### src/rtl/uart_transmitter.sv
`timescale 1ns/1ps
// uart_transmitter: serialises one DBIT-wide word into a UART frame
//   (start 0, data LSB-first, optional parity, stop 1s), paced by a 16x baud tick.
// Ports: clk/reset_n (async active-low); s_tick 16x oversample tick;
//   tx_start/tx_din request+word (sampled only in idle); tx registered serial line;
//   tx_busy = not idle; tx_done_tick one-clk pulse on the last stop-bit tick.
module uart_transmitter #(
  parameter int DBIT       = 8,
  parameter int SB_TICK    = 16,
  parameter int PARITY_EN  = 0,
  parameter int PARITY_ODD = 0
) (
  input  logic            clk,
  input  logic            reset_n,
  input  logic            s_tick,
  input  logic            tx_start,
  input  logic [DBIT-1:0] tx_din,
  output logic            tx,
  output logic            tx_busy,
  output logic            tx_done_tick
);

  localparam int S_W = ($clog2(SB_TICK) > 4) ? $clog2(SB_TICK) : 4;
  localparam int N_W = $clog2(DBIT);

  localparam logic [S_W-1:0] S_ONE       = S_W'(1);
  localparam logic [S_W-1:0] S_BIT_LAST  = S_W'(15);
  localparam logic [S_W-1:0] S_STOP_LAST = S_W'(SB_TICK - 1);
  localparam logic [N_W-1:0] N_ONE       = N_W'(1);
  localparam logic [N_W-1:0] N_LAST      = N_W'(DBIT - 1);
  localparam logic           PAR_INIT    = (PARITY_ODD != 0);

  typedef enum logic [2:0] {
    ST_IDLE,
    ST_START,
    ST_DATA,
    ST_PARITY,
    ST_STOP
  } state_t;

  state_t          state_q, state_d;
  logic [S_W-1:0]  s_q, s_d;
  logic [N_W-1:0]  n_q, n_d;
  logic [DBIT-1:0] b_q, b_d;
  logic            par_q, par_d;
  logic            tx_q, tx_d;

  always_ff @(posedge clk or negedge reset_n) begin
    if (!reset_n) begin
      state_q <= ST_IDLE;
      s_q     <= '0;
      n_q     <= '0;
      b_q     <= '0;
      par_q   <= 1'b0;
      tx_q    <= 1'b1;
    end else begin
      state_q <= state_d;
      s_q     <= s_d;
      n_q     <= n_d;
      b_q     <= b_d;
      par_q   <= par_d;
      tx_q    <= tx_d;
    end
  end

  always_comb begin
    state_d      = state_q;
    s_d          = s_q;
    n_d          = n_q;
    b_d          = b_q;
    par_d        = par_q;
    tx_done_tick = 1'b0;

    case (state_q)
      ST_IDLE: begin
        if (tx_start) begin
          state_d = ST_START;
          s_d     = '0;
          b_d     = tx_din;
          par_d   = PAR_INIT;
        end
      end
      ST_START: begin
        if (s_tick) begin
          if (s_q == S_BIT_LAST) begin
            s_d     = '0;
            n_d     = '0;
            state_d = ST_DATA;
          end else begin
            s_d = s_q + S_ONE;
          end
        end
      end
      ST_DATA: begin
        if (s_tick) begin
          if (s_q == S_BIT_LAST) begin
            s_d   = '0;
            b_d   = b_q >> 1;
            par_d = par_q ^ b_q[0];
            if (n_q == N_LAST) begin
              state_d = (PARITY_EN != 0) ? ST_PARITY : ST_STOP;
            end else begin
              n_d = n_q + N_ONE;
            end
          end else begin
            s_d = s_q + S_ONE;
          end
        end
      end
      ST_PARITY: begin
        if (s_tick) begin
          if (s_q == S_BIT_LAST) begin
            s_d     = '0;
            state_d = ST_STOP;
          end else begin
            s_d = s_q + S_ONE;
          end
        end
      end
      ST_STOP: begin
        if (s_tick) begin
          if (s_q == S_STOP_LAST) begin
            tx_done_tick = 1'b1;
            state_d      = ST_IDLE;
          end else begin
            s_d = s_q + S_ONE;
          end
        end
      end
      default: begin
        state_d = ST_IDLE;
      end
    endcase

    // The line level is derived from the next state so the register output
    // lines up with the state: the start bit appears the clk after accept.
    case (state_d)
      ST_START:  tx_d = 1'b0;
      ST_DATA:   tx_d = b_d[0];
      ST_PARITY: tx_d = par_d;
      default:   tx_d = 1'b1;
    endcase
  end

  assign tx      = tx_q;
  assign tx_busy = (state_q != ST_IDLE);

endmodule

### config.mk
export PLATFORM = sky130hd
export DESIGN_NAME = uart_transmitter
export DESIGN_NICKNAME = d
export VERILOG_FILES = /design/src/rtl/uart_transmitter.sv
export SDC_FILE = /design/constraint.sdc
export NUM_CORES = 1
export LEC_CHECK = 0
export ABC_AREA = 0
export BUFFER_PORTS_ARGS = -buffer_cell sky130_fd_sc_hd__buf_2
export CAP_MARGIN = 25
export CORE_UTILIZATION = 45
export CTS_CLUSTER_DIAMETER = 80
export DETAILED_ROUTE_END_ITERATION = 10
export PLACE_DENSITY = 0.64
export SLEW_MARGIN = 40
export SYNTH_ARGS = -nofsm -noshare
export SYNTH_HDL_FRONTEND = slang
export SYNTH_SLANG_ARGS = --single-unit
### constraint.sdc
create_clock -name clk -period 2 [get_ports clk]
set_clock_uncertainty 0.15 [all_clocks]
set_input_delay 0.2 -clock clk [delete_from_list [all_inputs] [get_ports clk]]
set_output_delay 0.2 -clock clk [all_outputs]
set_load 0.02 [all_outputs]
# Yosys cells after proc, flatten, opt, wreduce, memory -nomap -nowiden

Cells that the tools add are included.

Bitwise gates (word level): 1
Multiplexer cells: 35
Reduce and logical (&&, ||, !) cells: 9
Eq/ne operators: 18
$add $sub $neg: 2

Operator list:

| cell                                                                  | count |
|---|---|
| 3-bit two-way mux                                                     | 15 |
| 8-bit two-way mux                                                     | 3 |
| 4-bit two-way mux                                                     | 5 |
| 2-bit != test, second input constant                                  | 8 |
| 8-bit one-hot mux with 2 select lines                                 | 1 |
| 3-bit one-hot mux with 5 select lines                                 | 1 |
| 3-bit by 2-bit equality test with 1-bit output, second input constant | 4 |
| 4-bit one-hot mux with 3 select lines                                 | 1 |
| 3-bit by 1-bit equality test with 1-bit output, second input constant | 2 |
| 3-bit equality test, second input constant                            | 2 |
| 1-bit two-way mux                                                     | 6 |
| 3-bit one-hot mux with 2 select lines                                 | 1 |
| 6-bit AND reduction                                                   | 1 |
| 3-bit nonzero test                                                    | 2 |
| 5-bit AND reduction                                                   | 1 |
| 4-bit by 1-bit adder with 4-bit output, second input constant         | 1 |
| 4-bit equality test, second input constant                            | 1 |
| 4-bit AND reduction                                                   | 1 |
| 2-bit nonzero test                                                    | 2 |
| 3-bit by 1-bit adder with 3-bit output, second input constant         | 1 |
| 3-bit logical NOT                                                     | 1 |
| 1-bit one-hot mux with 3 select lines                                 | 1 |
| 3-bit OR reduction                                                    | 1 |
| 2-bit by 1-bit != test with 1-bit output, second input constant       | 1 |
| 2 further kinds                                                       | 2 |

Bits in registers: 20
Output and inout port bits: 3
Input bits: 12

# Logic depth before layout (Yosys ltp)

Word-level depth: 7
Depth in mapped cells: 8
Mapped depth without buffers: 7

# Worst setup path before layout

OpenSTA, ideal clock, no wires.

Kind: register to register
Start: reg n_q[0]
End: reg n_q[0]
Library setup time: 125 ps
Path slack: 204 ps
Cell stages (with the launch flop): 7
Arrival: 1521 ps
Period minus slack after synthesis: 1796 ps
Cells stage by stage: dfrtp_1 -> ha_1 -> ha_1 -> nor2_1 -> mux2i_1 -> nor3_2 -> mux2_2

Word-level cells in the longest chain between the ends: 5

Ends and longest elaborated chain:

| item                                   | line | text |
|---|---|---|
| start: declaration                     | 43   | `logic [N_W-1:0] n_q, n_d;` |
| start signal: assignment               | 59   | `n_q <= n_d;` |
| 3-bit by 1-bit adder with 3-bit output | 103  | `n_d = n_q + N_ONE;` |
| 3-bit two-way mux                      | 100  | `if (n_q == N_LAST) begin` |
| 3-bit two-way mux                      | 96   | `if (s_q == S_BIT_LAST) begin` |
| 3-bit two-way mux                      | 95   | `if (s_tick) begin` |
| 3-bit one-hot mux with 2 select lines  | 74   | `case (state_q)` |

Several ways; a longest one is shown, not always the timed one. The select of a mux whose other input is x is not followed.
A chain may end at the register's enable or synchronous reset.

# Worst setup path in the final report

Start: reg s_q[0]
End: reg n_q[0]

Word-level cells in the longest chain between the ends: 3

Ends and longest elaborated chain:

| item                                     | line   | text |
|---|---|---|
| start: declaration                       | 42     | `logic [S_W-1:0] s_q, s_d;` |
| start signal: assignment                 | 51     | `s_q <= '0;` |
| start signal: assignment                 | 58     | `s_q <= s_d;` |
| 4-bit equality test (*)                  | 85, 96 |  |
| 2-bit != test (no source line)           | n/a    |  |
| 6-bit AND reduction (no source line) (*) | n/a    |  |

Mark *: on every way between the ends. The rest lies on a longest branch, timed or not.

==> results.sh <==
export IMPL_outcome="complete, no violations"
export IMPL_grt_max_degree=21
export IMPL_arrival_ns=1.93
export IMPL_core_area_um2=2250
export IMPL_grt_usage_pct=22.3
export IMPL_viasPerCell=5.63
export IMPL_end_kind="flip-flop"
export IMPL_htreeDepth=1
export IMPL_areaGrowthSynthToFinish_pct=20.8
export IMPL_place_gp_congestion=0.930
export IMPL_yosys_register_bits=20
export IMPL_vias=923
export IMPL_rows=17
export IMPL_yosysWarnings=0
export IMPL_pwr_share_clk_pct=14.9
export IMPL_portBuffers=14
export IMPL_utilization_pct=58.9
export IMPL_cp_start_kind="flip-flop"
export IMPL_setup_violations=0
export IMPL_ys_types=38
export IMPL_clk_pin_slew_worst_paths_ns=0.12
export IMPL_syn_nets=125
export IMPL_cts_tree="built"
export IMPL_grt_pass1_vias=917
export IMPL_min_period_ns=1.89
export IMPL_ios=15
export IMPL_totalWireLength_um=2350
export IMPL_switchingPower_mw=0.594
export IMPL_drive_above_1_share_pct=25.7
export IMPL_rsz0062_at_grt="no"
export IMPL_grt_overflow=0
export IMPL_diodes=0
export IMPL_clock_latency_ns=0.30
export IMPL_crit_type="flip-flop to flip-flop"
export IMPL_p_sw_share_pct=37.8
export IMPL_antenna_left=0
export IMPL_ys_seq_area_share_pct=45.6
export IMPL_die_h_um=51.4
export IMPL_antenna_found_initial=0
export IMPL_cts_sinks=20
export IMPL_min_path_type="primary input to flip-flop"
export IMPL_fin_nets=152
export IMPL_cts_root_buf="clkbuf_4"
export IMPL_synth_area_per_cell_um2=10.0
export IMPL_grt_pass1_wl_um=4250
export IMPL_timing_final_max_slew_violations=0
export IMPL_path_max_fanout=5
export IMPL_wl_per_cell_um=14.3
export IMPL_internal_power_mw=0.977
export IMPL_cap_viol_max_count=0
export IMPL_fin_setup_tns_ns=0
export IMPL_finalHoldViolCount=0
export IMPL_dieArea_um2=2650
export IMPL_syn_cell_area_um2=1100
export IMPL_required_ns=2.04
export IMPL_cts_buffer_depth=2
export IMPL_die_x_um=51.4
export IMPL_start_util_pct=48.8
export IMPL_cts_buffers=3
export IMPL_seq_power_share_pct=45.4
export IMPL_finalPower_mw=1.57
export IMPL_timing_final_crit_share_pct=94.4
export IMPL_hpwlAfterDp_um=1610
export IMPL_drt_pass1_iter_count=4
export IMPL_fmax_mhz=530
export IMPL_ir_drop_v=0.000717
export IMPL_drc=0
export IMPL_syn_inst=110
export IMPL_worstMarginPinSlew_ns=0.455
export IMPL_power_density_nw_per_um2=1180
export IMPL_leakage_nw=0.647
export IMPL_p_comb_share_pct=39.7
export IMPL_initialDrtViolationCount=26
export IMPL_slew_headroom_pct=69.7
## Yosys cell counts
library cell / n / area, um2
mux2_4: 1 / 15.0
or4b_1: 1 / 10.0
a22o_1: 3 / 26.3
and3_1: 2 / 12.5
buf_4: 1 / 7.51
a21oi_1: 2 / 10.0
nor2_2: 1 / 6.26
nor2_8: 1 / 20.0
nor2b_1: 1 / 6.26
or3_4: 1 / 11.3
buf_6: 1 / 11.3
nand2_1: 15 / 56.3
mux2_2: 1 / 11.3
nand4_1: 3 / 18.8
a31oi_1: 1 / 6.26
o21ai_0: 9 / 45.0
nor2_1: 5 / 18.8
nand3_1: 6 / 30.0
inv_1: 5 / 18.8
a22oi_1: 7 / 52.6
nor2_4: 1 / 11.3
a22o_2: 1 / 10.0
mux2i_1: 2 / 20.0
nand3b_1: 1 / 7.51
a21oi_2: 1 / 8.76
buf_2: 3 / 15.0
dfstp_2: 1 / 26.3
a32oi_1: 1 / 8.76
ha_1: 3 / 37.5
nor3_2: 1 / 10.0
xnor2_1: 2 / 17.5
o211ai_1: 2 / 15.0
o221ai_1: 1 / 8.76
dfrtp_1: 19 / 475
nor4b_1: 1 / 8.76
a211o_1: 1 / 8.76
a21o_1: 1 / 7.51
and4_1: 1 / 8.76
## final timing paths
check | startpoint | endpoint | slack, ns | cells past startpoint
max | s_q[0] | n_q[0] | 0.11 | 5
min | s_tick | s_q[2] | 0.18 | 4
max reg2reg | s_q[0] | n_q[0] | 0.11 | 5
min reg2reg | b_q[3] | b_q[3] | 0.35 | 2
max in group asynchronous | reset_n | tx | 1.15 | 2
min in group asynchronous | reset_n | par_q | 0.22 | 2
## registers in the layout, indices dropped and copies added, names as in the netlist
| register | count |
|---|---|
| b_q | 8 |
| n_q | 3 |
| par_q | 1 |
| s_q | 4 |
| state_q | 3 |
| tx | 1 |
## power groups by stage
stage,logic (mW),registers [mW],clock network [mW]
after detailed placement,0.604,0.716,0
after CTS,0.618,0.709,0.242
final,0.623,0.714,0.234
after global routing,0.713,0.745,0.253
after floorplan,0.502,0.672,0
after global placement,0.592,0.714,0
## final cells by class
class	count	area, um2
inverters	5	18.8
clock buffers	4	36.3
flip-flops and latches	20	502
fillers	219	926
multi-input cells	80	549
well taps	28	35.0
repair buffers	27	188
## cell families (layout without fill, tap and decap cells)
| family | after synthesis | in the layout | share of synthesized area [%] |
|---|---|---|---|
| buf+inv | 10 | 36 | 4.78 |
| mux | 4 | 4 | 4.21 |
| simple gates | 41 | 41 | 21.5 |
| fa+ha+maj | 3 | 3 | 3.41 |
| xor+xnor | 2 | 2 | 1.59 |
| compound gates | 30 | 30 | 18.9 |
| flops | 20 | 20 | 45.6 |
## routing by layer
metal	part of all wire (%)	up-vias	track usage (%)	routed length, um
met5	0	-	0	0
met1	46	445	29.6	1080
li1	-	458	-	-
met4	0.72	0	8.11	17
met3	3.0	2	3.87	70
met2	50	18	36.1	1180
## critical path, cell delays in order, from the launching register on
cell and delay, ns:
dfrtp_1 0.40, ha_1 0.23, nand4_1 0.23, buf_4 0.22, nor3_2 0.19, mux2_2 0.35
## placed cells by master, fill, tap and decap left out, types with 2 or more instances in the layout
cell	count
dfrtp_1	19
nand2_1	15
buf_2	14
o21ai_0	9
dlygate4sd3_1	8
a22oi_1	7
nand3_1	6
inv_1	5
buf_4	5
nor2_1	4
nand4_1	3
a22o_1	3
ha_1	3
clkbuf_4	3
nor2_2	2
a21oi_1	2
mux2i_1	2
o211ai_1	2
xnor2_1	2
## timing repair
item                                   CTS  global route
endpoints found under the hold margin   26             0
setup endpoints to repair                0            12
setup buffers                            0             1
gates resized for setup                  0             2
hold buffers                             8             0
## metrics by stage
| step | area (um2) | hold slack (ns) | cells | worst slack, ns |
|---|---|---|---|---|
| after global placement | 1200 | 0.0225 | 151 | 0.142 |
| after floorplan | 1100 | -0.246 | 110 | 0.204 |
| after CTS | 1320 | 0.177 | 163 | 0.0788 |
| final | 1330 | 0.179 | 164 | 0.112 |
| after detailed placement | 1200 | 0.0302 | 151 | 0.106 |
| after global routing | 1330 | 0.185 | 164 | 0.00266 |
Power figures use the tool's default switching activity.
